[config.mk]
export PLATFORM = sky130hd
export DESIGN_NAME = cache_req_sequencer_flat
export DESIGN_NICKNAME = d
export VERILOG_FILES = /design/src/rtl/cache_req_sequencer_if.sv /design/src/rtl/cache_req_sequencer.sv /design/src/flat_wrapper.sv
export SDC_FILE = /design/constraint.sdc
export NUM_CORES = 1
export LEC_CHECK = 0
export ABC_AREA = 1
export CELL_PAD_IN_SITES_DETAIL_PLACEMENT = 1
export CELL_PAD_IN_SITES_GLOBAL_PLACEMENT = 1
export CORE_MARGIN = 2
export CORE_UTILIZATION = 33
export CTS_CLUSTER_DIAMETER = 200
export DETAILED_ROUTE_END_ITERATION = 6
export PLACE_DENSITY = 0.84
export REMOVE_ABC_BUFFERS = 1
export SLEW_MARGIN = 5
export SYNTH_ARGS = -nofsm -noshare
export SYNTH_HDL_FRONTEND = slang
export SYNTH_SLANG_ARGS = --single-unit
export TNS_END_PERCENT = 20
[constraint.sdc]
create_clock -name clk -period 3.4 [get_ports clk]
set_input_delay 1.02 -clock clk [delete_from_list [all_inputs] [get_ports clk]]
set_output_delay 1.02 -clock clk [all_outputs]
set_load 0.05 [all_outputs]
[src/rtl/cache_req_sequencer_if.sv]
// Request, cache-port and AXI-style response bundle
// for the cache request sequencer.
interface cache_req_sequencer_if #(
  parameter int ADDR_WIDTH = 32,
  parameter int DATA_WIDTH = 64,
  parameter int ID_WIDTH   = 4
);
  localparam int STRB_WIDTH = DATA_WIDTH / 8;
  localparam int R_WIDTH    = ADDR_WIDTH + ID_WIDTH + 13;
  localparam int W_WIDTH    = R_WIDTH + DATA_WIDTH + STRB_WIDTH;

  logic [W_WIDTH-1:0]    in_data;
  logic                  in_rw;
  logic                  in_valid;
  logic                  in_ready;

  logic                  cache_req_valid;
  logic                  cache_req_ready;
  logic [ADDR_WIDTH-1:0] cache_addr;
  logic                  cache_we;
  logic [DATA_WIDTH-1:0] cache_wdata;
  logic [STRB_WIDTH-1:0] cache_wstrb;
  logic                  cache_rsp_valid;
  logic [DATA_WIDTH-1:0] cache_rsp_data;

  logic                  r_valid;
  logic                  r_ready;
  logic [ID_WIDTH-1:0]   r_id;
  logic [DATA_WIDTH-1:0] r_data;
  logic [1:0]            r_resp;
  logic                  r_last;

  logic                  b_valid;
  logic                  b_ready;
  logic [ID_WIDTH-1:0]   b_id;
  logic [1:0]            b_resp;

  modport master (
    input  in_data, in_rw, in_valid,
    output in_ready,
    output cache_req_valid, cache_addr, cache_we,
    output cache_wdata, cache_wstrb,
    input  cache_req_ready, cache_rsp_valid,
    input  cache_rsp_data,
    output r_valid, r_id, r_data, r_resp, r_last,
    input  r_ready,
    output b_valid, b_id, b_resp,
    input  b_ready
  );

  modport slave (
    output in_data, in_rw, in_valid,
    input  in_ready,
    input  cache_req_valid, cache_addr, cache_we,
    input  cache_wdata, cache_wstrb,
    output cache_req_ready, cache_rsp_valid,
    output cache_rsp_data,
    input  r_valid, r_id, r_data, r_resp, r_last,
    output r_ready,
    input  b_valid, b_id, b_resp,
    output b_ready
  );
endinterface

[src/rtl/cache_req_sequencer.sv]
// Sequences one arbitrated AXI request at a time
// into single-beat cache accesses and R/B responses.
module cache_req_sequencer #(
  parameter int ADDR_WIDTH = 32,
  parameter int DATA_WIDTH = 64,
  parameter int ID_WIDTH   = 4
) (
  input logic                   clk,
  input logic                   rst,
  cache_req_sequencer_if.master bus
);
  localparam int STRB_W  = DATA_WIDTH / 8;
  localparam int R_WIDTH = ADDR_WIDTH + ID_WIDTH + 13;
  localparam int W_WIDTH = R_WIDTH + DATA_WIDTH + STRB_W;
  localparam logic [2:0] MAX_SIZE = 3'($clog2(STRB_W));

  typedef enum logic [2:0] {
    IDLE, REQ, WAIT, RBEAT, BRESP, ERR
  } state_t;

  state_t state_q, state_d;

  logic                  in_ready_q;
  logic [ADDR_WIDTH-1:0] addr_q;
  logic [ID_WIDTH-1:0]   id_q;
  logic [1:0]            burst_q;
  logic [2:0]            size_q;
  logic [7:0]            len_q;
  logic                  we_q;
  logic [DATA_WIDTH-1:0] wdata_q;
  logic [STRB_W-1:0]     wstrb_q;
  logic [DATA_WIDTH-1:0] rdata_q;
  logic [7:0]            beat_cnt_q;

  logic [R_WIDTH-1:0]    hdr;
  logic [ADDR_WIDTH-1:0] h_addr;
  logic [ID_WIDTH-1:0]   h_id;
  logic [1:0]            h_burst;
  logic [2:0]            h_size;
  logic [7:0]            h_len;
  logic                  legal;
  logic                  accept;
  logic                  last;

  logic [ADDR_WIDTH-1:0] step;
  logic [ADDR_WIDTH-1:0] span;
  logic [ADDR_WIDTH-1:0] addr_inc;
  logic [ADDR_WIDTH-1:0] addr_nxt;

  assign hdr = bus.in_rw ? bus.in_data[W_WIDTH-1 -: R_WIDTH]
                         : bus.in_data[R_WIDTH-1:0];
  assign h_addr  = hdr[R_WIDTH-1 -: ADDR_WIDTH];
  assign h_id    = hdr[13 +: ID_WIDTH];
  assign h_burst = hdr[12:11];
  assign h_size  = hdr[10:8];
  assign h_len   = hdr[7:0];

  assign accept = (state_q == IDLE) && in_ready_q && bus.in_valid;
  assign last   = (beat_cnt_q == len_q);

  // Header legality; any violation turns into an SLVERR response
  always_comb begin
    legal = 1'b1;
    if (h_burst == 2'b11)
      legal = 1'b0;
    if (h_size > MAX_SIZE)
      legal = 1'b0;
    if (h_burst == 2'b10 &&
        !(h_len == 8'd1 || h_len == 8'd3 ||
          h_len == 8'd7 || h_len == 8'd15))
      legal = 1'b0;
    if (bus.in_rw && h_len != 8'd0)
      legal = 1'b0;
  end

  // Next beat address for FIXED / INCR / WRAP bursts
  always_comb begin
    step     = ADDR_WIDTH'(1) << size_q;
    span     = (ADDR_WIDTH'(len_q) + ADDR_WIDTH'(1)) << size_q;
    addr_inc = addr_q + step;
    addr_nxt = addr_q;
    unique case (1'b1)
      burst_q == 2'b01: addr_nxt = addr_inc;
      burst_q == 2'b10: addr_nxt = (addr_q & ~(span - 1'b1)) |
                                   (addr_inc & (span - 1'b1));
      default:          addr_nxt = addr_q;
    endcase
  end

  // State register
  always_ff @(posedge clk or negedge rst) begin
    if (!rst) state_q <= IDLE;
    else      state_q <= state_d;
  end

  // Next-state logic
  always_comb begin
    state_d = state_q;
    unique case (state_q)
      IDLE:  if (accept) state_d = legal ? REQ : ERR;
      REQ:   if (bus.cache_req_ready) state_d = WAIT;
      WAIT:  if (bus.cache_rsp_valid)
               state_d = we_q ? BRESP : RBEAT;
      RBEAT: if (bus.r_ready) state_d = last ? IDLE : REQ;
      BRESP: if (bus.b_ready) state_d = IDLE;
      ERR: begin
        if (we_q) begin
          if (bus.b_ready) state_d = IDLE;
        end else if (bus.r_ready && last) begin
          state_d = IDLE;
        end
      end
      default: state_d = IDLE;
    endcase
  end

  // Request latch, beat counting and read-data capture
  always_ff @(posedge clk or negedge rst) begin
    if (!rst) begin
      in_ready_q <= 1'b0;
      addr_q     <= '0;
      id_q       <= '0;
      burst_q    <= '0;
      size_q     <= '0;
      len_q      <= '0;
      we_q       <= 1'b0;
      wdata_q    <= '0;
      wstrb_q    <= '0;
      rdata_q    <= '0;
      beat_cnt_q <= '0;
    end else begin
      in_ready_q <= (state_d == IDLE);
      if (accept) begin
        addr_q     <= h_addr;
        id_q       <= h_id;
        burst_q    <= h_burst;
        size_q     <= h_size;
        len_q      <= h_len;
        we_q       <= bus.in_rw;
        wdata_q    <= bus.in_rw ? bus.in_data[STRB_W +: DATA_WIDTH] : '0;
        wstrb_q    <= bus.in_rw ? bus.in_data[STRB_W-1:0] : '0;
        rdata_q    <= '0;
        beat_cnt_q <= '0;
      end
      if (state_q == WAIT && bus.cache_rsp_valid && !we_q)
        rdata_q <= bus.cache_rsp_data;
      if (state_q == RBEAT && bus.r_ready && !last) begin
        beat_cnt_q <= beat_cnt_q + 8'd1;
        addr_q     <= addr_nxt;
      end
      if (state_q == ERR && !we_q && bus.r_ready && !last)
        beat_cnt_q <= beat_cnt_q + 8'd1;
    end
  end

  assign bus.in_ready        = in_ready_q;
  assign bus.cache_req_valid = (state_q == REQ);
  assign bus.cache_addr      = addr_q;
  assign bus.cache_we        = we_q;
  assign bus.cache_wdata     = wdata_q;
  assign bus.cache_wstrb     = wstrb_q;

  assign bus.r_valid = (state_q == RBEAT) || (state_q == ERR && !we_q);
  assign bus.r_id    = id_q;
  assign bus.r_data  = (state_q == RBEAT) ? rdata_q : '0;
  assign bus.r_resp  = (state_q == ERR && !we_q) ? 2'b10 : 2'b00;
  assign bus.r_last  = bus.r_valid && last;

  assign bus.b_valid = (state_q == BRESP) || (state_q == ERR && we_q);
  assign bus.b_id    = id_q;
  assign bus.b_resp  = (state_q == ERR && we_q) ? 2'b10 : 2'b00;
endmodule
[src/flat_wrapper.sv]
// flat-port wrapper written by rule: the top's interface ports become plain ports
module cache_req_sequencer_flat 
#(
  parameter int ADDR_WIDTH = 32,
  parameter int DATA_WIDTH = 64,
  parameter int ID_WIDTH   = 4
)
  (clk, rst, bus_in_data, bus_in_rw, bus_in_valid, bus_in_ready, bus_cache_req_valid, bus_cache_addr, bus_cache_we, bus_cache_wdata, bus_cache_wstrb, bus_cache_req_ready, bus_cache_rsp_valid, bus_cache_rsp_data, bus_r_valid, bus_r_id, bus_r_data, bus_r_resp, bus_r_last, bus_r_ready, bus_b_valid, bus_b_id, bus_b_resp, bus_b_ready);
  cache_req_sequencer_if #(.ADDR_WIDTH(ADDR_WIDTH), .DATA_WIDTH(DATA_WIDTH), .ID_WIDTH(ID_WIDTH)) bus_i ();
  input logic clk;
  input logic rst;
  input wire logic [$bits(bus_i.in_data)-1:0] bus_in_data;
  input wire logic [$bits(bus_i.in_rw)-1:0] bus_in_rw;
  input wire logic [$bits(bus_i.in_valid)-1:0] bus_in_valid;
  output wire logic [$bits(bus_i.in_ready)-1:0] bus_in_ready;
  output wire logic [$bits(bus_i.cache_req_valid)-1:0] bus_cache_req_valid;
  output wire logic [$bits(bus_i.cache_addr)-1:0] bus_cache_addr;
  output wire logic [$bits(bus_i.cache_we)-1:0] bus_cache_we;
  output wire logic [$bits(bus_i.cache_wdata)-1:0] bus_cache_wdata;
  output wire logic [$bits(bus_i.cache_wstrb)-1:0] bus_cache_wstrb;
  input wire logic [$bits(bus_i.cache_req_ready)-1:0] bus_cache_req_ready;
  input wire logic [$bits(bus_i.cache_rsp_valid)-1:0] bus_cache_rsp_valid;
  input wire logic [$bits(bus_i.cache_rsp_data)-1:0] bus_cache_rsp_data;
  output wire logic [$bits(bus_i.r_valid)-1:0] bus_r_valid;
  output wire logic [$bits(bus_i.r_id)-1:0] bus_r_id;
  output wire logic [$bits(bus_i.r_data)-1:0] bus_r_data;
  output wire logic [$bits(bus_i.r_resp)-1:0] bus_r_resp;
  output wire logic [$bits(bus_i.r_last)-1:0] bus_r_last;
  input wire logic [$bits(bus_i.r_ready)-1:0] bus_r_ready;
  output wire logic [$bits(bus_i.b_valid)-1:0] bus_b_valid;
  output wire logic [$bits(bus_i.b_id)-1:0] bus_b_id;
  output wire logic [$bits(bus_i.b_resp)-1:0] bus_b_resp;
  input wire logic [$bits(bus_i.b_ready)-1:0] bus_b_ready;
  assign bus_i.in_data = bus_in_data;
  assign bus_i.in_rw = bus_in_rw;
  assign bus_i.in_valid = bus_in_valid;
  assign bus_in_ready = bus_i.in_ready;
  assign bus_cache_req_valid = bus_i.cache_req_valid;
  assign bus_cache_addr = bus_i.cache_addr;
  assign bus_cache_we = bus_i.cache_we;
  assign bus_cache_wdata = bus_i.cache_wdata;
  assign bus_cache_wstrb = bus_i.cache_wstrb;
  assign bus_i.cache_req_ready = bus_cache_req_ready;
  assign bus_i.cache_rsp_valid = bus_cache_rsp_valid;
  assign bus_i.cache_rsp_data = bus_cache_rsp_data;
  assign bus_r_valid = bus_i.r_valid;
  assign bus_r_id = bus_i.r_id;
  assign bus_r_data = bus_i.r_data;
  assign bus_r_resp = bus_i.r_resp;
  assign bus_r_last = bus_i.r_last;
  assign bus_i.r_ready = bus_r_ready;
  assign bus_b_valid = bus_i.b_valid;
  assign bus_b_id = bus_i.b_id;
  assign bus_b_resp = bus_i.b_resp;
  assign bus_i.b_ready = bus_b_ready;
  cache_req_sequencer #(.ADDR_WIDTH(ADDR_WIDTH), .DATA_WIDTH(DATA_WIDTH), .ID_WIDTH(ID_WIDTH)) u_core (.clk(clk), .rst(rst), .bus(bus_i));
endmodule
==> impl_metrics.yaml <==
run_status:
  outcome: "completed"
routing:
  drc: 0
  wirelength_mm: 42.9
  drtIter0Drc: 615
  routedWlPerCell_microns: 17.8
  antenna_left: 0
  via_per_inst: 4.98
  firstDrtPassIters: 5
  vias: 12000
finish:
  fillers: 4335
  regArea_sq_mm: 0.00496
  fin_cells: 2417
  fin_nets: 2154
  drive_gt1_share_pct: 11.6
  multi_input_area_sq_mm: 0.00530
  syn2layout_area_growth_pct: 40.9
global_route:
  grt_overflow_total: 0
  grt_max_degree: 89
  antenna_found_initial: 1
  first_global_vias: 12800
  grt_first_pass_wirelength_mm: 68.1
  track_usage_pct: 23.7
floorplanning:
  die_w_microns: 191
  die_y_microns: 191
  die_area_sq_mm: 0.0365
  row_count: 68
  io_pins: 379
  initial_utilization_pct: 33.5
  coreArea_sq_mm: 0.0345
synth:
  synth-edff-count: 0
  synth_seq_area_share_pct: 42.9
  synth_top_cells_by_count: "nand2_1, inv_1, dfrtp_1"
  synth_top_cell_by_area: "dfrtp_1"
  netlist-cell-type-count: 50
  syn_area_per_cell_sq_um: 7.23
  synth_compound_area_share_pct: 13.5
  synth_top_area_share_pct: 42.9
  synth_xor_area_share_pct: 1.52
  synth-simple-area-share_pct: 28.9
  async_flop_share_pct: 100
  synth_top_family_by_area: "simple AND/OR/NAND/NOR gates"
  synthTopCellsByArea: "dfrtp_1, nand2_1, inv_1"
  syn_inst: 1598
  ys.flop_type: "dfrtp_1"
  netlist_area_sq_mm: 0.0116
  synth_mux_area_share_pct: 0.260
  yosysWarnings: 0
  yosysMostFrequentCell: "nand2_1"
  synth_adder_area_share_pct: 1.47
  ys_ff_latch: 198
power_and_ir_drop:
  p_seq_share_pct: 28.5
  swShare_pct: 51.2
  finalPower_mw: 14.7
  power_frac_comb_pct: 56.9
  p_int_mw: 7.15
  p_clk_share_pct: 14.6
  total_leakage_power_nw: 7.70
  vdd_drop_max_uv: 504
  p_per_area_mw_per_mm2: 900
  netSwitchingPower_mw: 7.51
placement:
  place.gp.congestion: 0.891
  place_ws_ns: 0.292
  io_buffer_count: 376
  dp_hpwl_mm: 32.2
  dp.cells: 2384
hold_path:
  holdCritStartpoint: "u_core.bus.cache_wdata[48]"
  hold_path.class: "reg -> reg"
sta:
  slew_viol_final: 0
  fin_worst_skew_ns: 0.0118
  worstMarginPinSlew_ns: 0.858
  hold_viol_final: 0
  period_minus_slack_ns: 3.25
  slew_headroom_pct: 42.8
  grt_setup_unrepaired: "no"
  setup-tns-final_ns: 0
  max_freq_mhz: 308
  setup_slack_ns: 0.152
  finalSetupViolations: 0
  post-route-period-util_pct: 95.5
  hold_ws_ns: 0.486
critical_path:
  worst-path-max-fanout: 5
  cp_slowest_cell: "or4_4"
  slowest_delay_ns: 0.60
  path_class: "reg -> out"
  critPathArrivalTime_ns: 2.23
  crit_path_end_kind: "primary output"
  startpoint_type: "register"
  cp_cell_sequence: "inv_2, nand2_1, nand4_1, or4_4, nor2_1, buf_12"
  startpoint: "u_core.len_q[7]"
  required_ns: 2.38
  critPathTopFamily: "simple AND/OR/NAND/NOR gates"
  worstReg2RegStart: "u_core.size_q[0]"
  path_buf_inv: 2
clock_tree:
  clkTransAtPathRegs_ns: 0.08
  cts_tree: "yes"
  htreeDepth: 4
  numClockSinks: 198
  clock_latency_ns: 0.46
  hold_buffers: 0
  cts_buffer_depth: 2
  clock-root-buffer: "clkbuf_16"
  cts_buffers: 17
  post-cts-setup-buffers: 0
run:
  drv_cap: 0
## routing by layer
| layer | share of wire (%) | GRT usage (%) | routed length, microns | up-vias |
|---|---|---|---|---|
| li1 | - | - | - | 5766 |
| met1 | 42 | 28.5 | 18000 | 5919 |
| met2 | 50 | 41.5 | 21600 | 268 |
| met3 | 4.4 | 4.66 | 1900 | 74 |
| met4 | 3.3 | 9.47 | 1410 | 0 |
| met5 | 0 | 0 | 0 | - |
## stage by stage
stage | area, sq um | util, %
finish | 16300 | 47.1
global route | 16300 | 47.1
floorplan | 11200 | -
CTS | 16300 | 47.1
detailed placement | 15700 | 45.3
global placement | 15700 | 45.3
## layout make-up
cell class	count	share of cell area [%]
timing repair buffer	407	23.8
clock inverter	13	0.960
multi-input combinational	1067	32.5
sequential	198	30.4
tap	455	3.50
inverter	257	6.03
clock buffer	19	2.72
antenna	1	0.0154
## power groups by stage
stage          registers (mW)  clock network, mW  logic [mW]
2_1_floorplan            6.11                  0        3.41
3_3_place_gp             4.15                  0        8.07
3_5_place_dp             4.20                  0        8.28
4_1_cts                  4.17               2.19        8.36
5_1_grt                  4.31               2.26        9.01
6_report                 4.18               2.13        8.34
## cell usage in the layout, fill, tap and decap left out, types with 3 or more instances in the layout
master	Yosys	final
inv_1	245	244
o211ai_1	7	7
nand3_2	11	12
inv_6	1	6
clkbuf_16	0	17
o21ai_2	6	8
inv_2	9	9
o21ai_1	7	8
o21a_1	3	3
nand2_1	403	402
or2_2	8	8
a31oi_1	5	5
o22ai_1	71	71
inv_8	1	5
nor3b_1	3	3
nand2_2	34	35
xor2_1	11	11
nor2_4	4	4
buf_4	11	94
o21ai_0	149	146
clkdlybuf4s50_1	0	306
a21oi_1	20	20
nand4_1	18	18
ha_1	12	12
buf_12	0	3
nor4_1	3	3
nand3_1	90	89
nor2_1	139	139
dfrtp_1	198	197
xnor2_1	9	9
nor2_2	6	6
nand2_4	5	5
nor3_1	21	20
mux2i_1	3	3
## kinds of logic after synthesis
kind of cell / count (synthesis)
AO/OA/AOI/OAI: 277
XOR/XNOR: 20
adder cells (fa/ha/maj): 13
buffers and inverters: 334
flip-flops: 198
multiplexers: 3
other: 1
AND/OR/NAND/NOR: 752
## worst register-to-register path, cell delays in order, from the launching register on
cell and delay (ns):
dfrtp_1 0.44, buf_4 0.27, nand2_1 0.12, nor2_1 0.17
ha_1 0.31, nand2_1 0.10, inv_1 0.05, a21oi_1 0.26
o21ai_1 0.14, nand2_1 0.08, nand2_1 0.18, nand3_1 0.21
nor2_1 0.10, nand2_1 0.08, nand2_1 0.07, o21ai_0 0.20
nand2_2 0.08, o21ai_2 0.06, inv_2 0.04
## what timing repair did
| item | in CTS | in global routing |
|---|---|---|
| hold endpoints to repair | 0 | 0 |
| endpoints found under the setup margin | 25 | 79 |
| resized for setup | 2 | 10 |
## path summary, 6_finish.rpt
check                                                  end  slack, ns  cells past startpoint
max in group asynchronous        u_core.bus.cache_wstrb[5]       1.98                      2
worst max register to register                    register       0.33                     18
worst max-delay path                            bus_r_last       0.15                      6
worst min register to register  u_core.bus.cache_wdata[48]       0.49                      2
min in group asynchronous        u_core.bus.cache_wdata[9]       0.59                      1
worst min-delay path            u_core.bus.cache_wdata[48]       0.49                      2
Note: power is estimated with default switching activity, not from simulation.
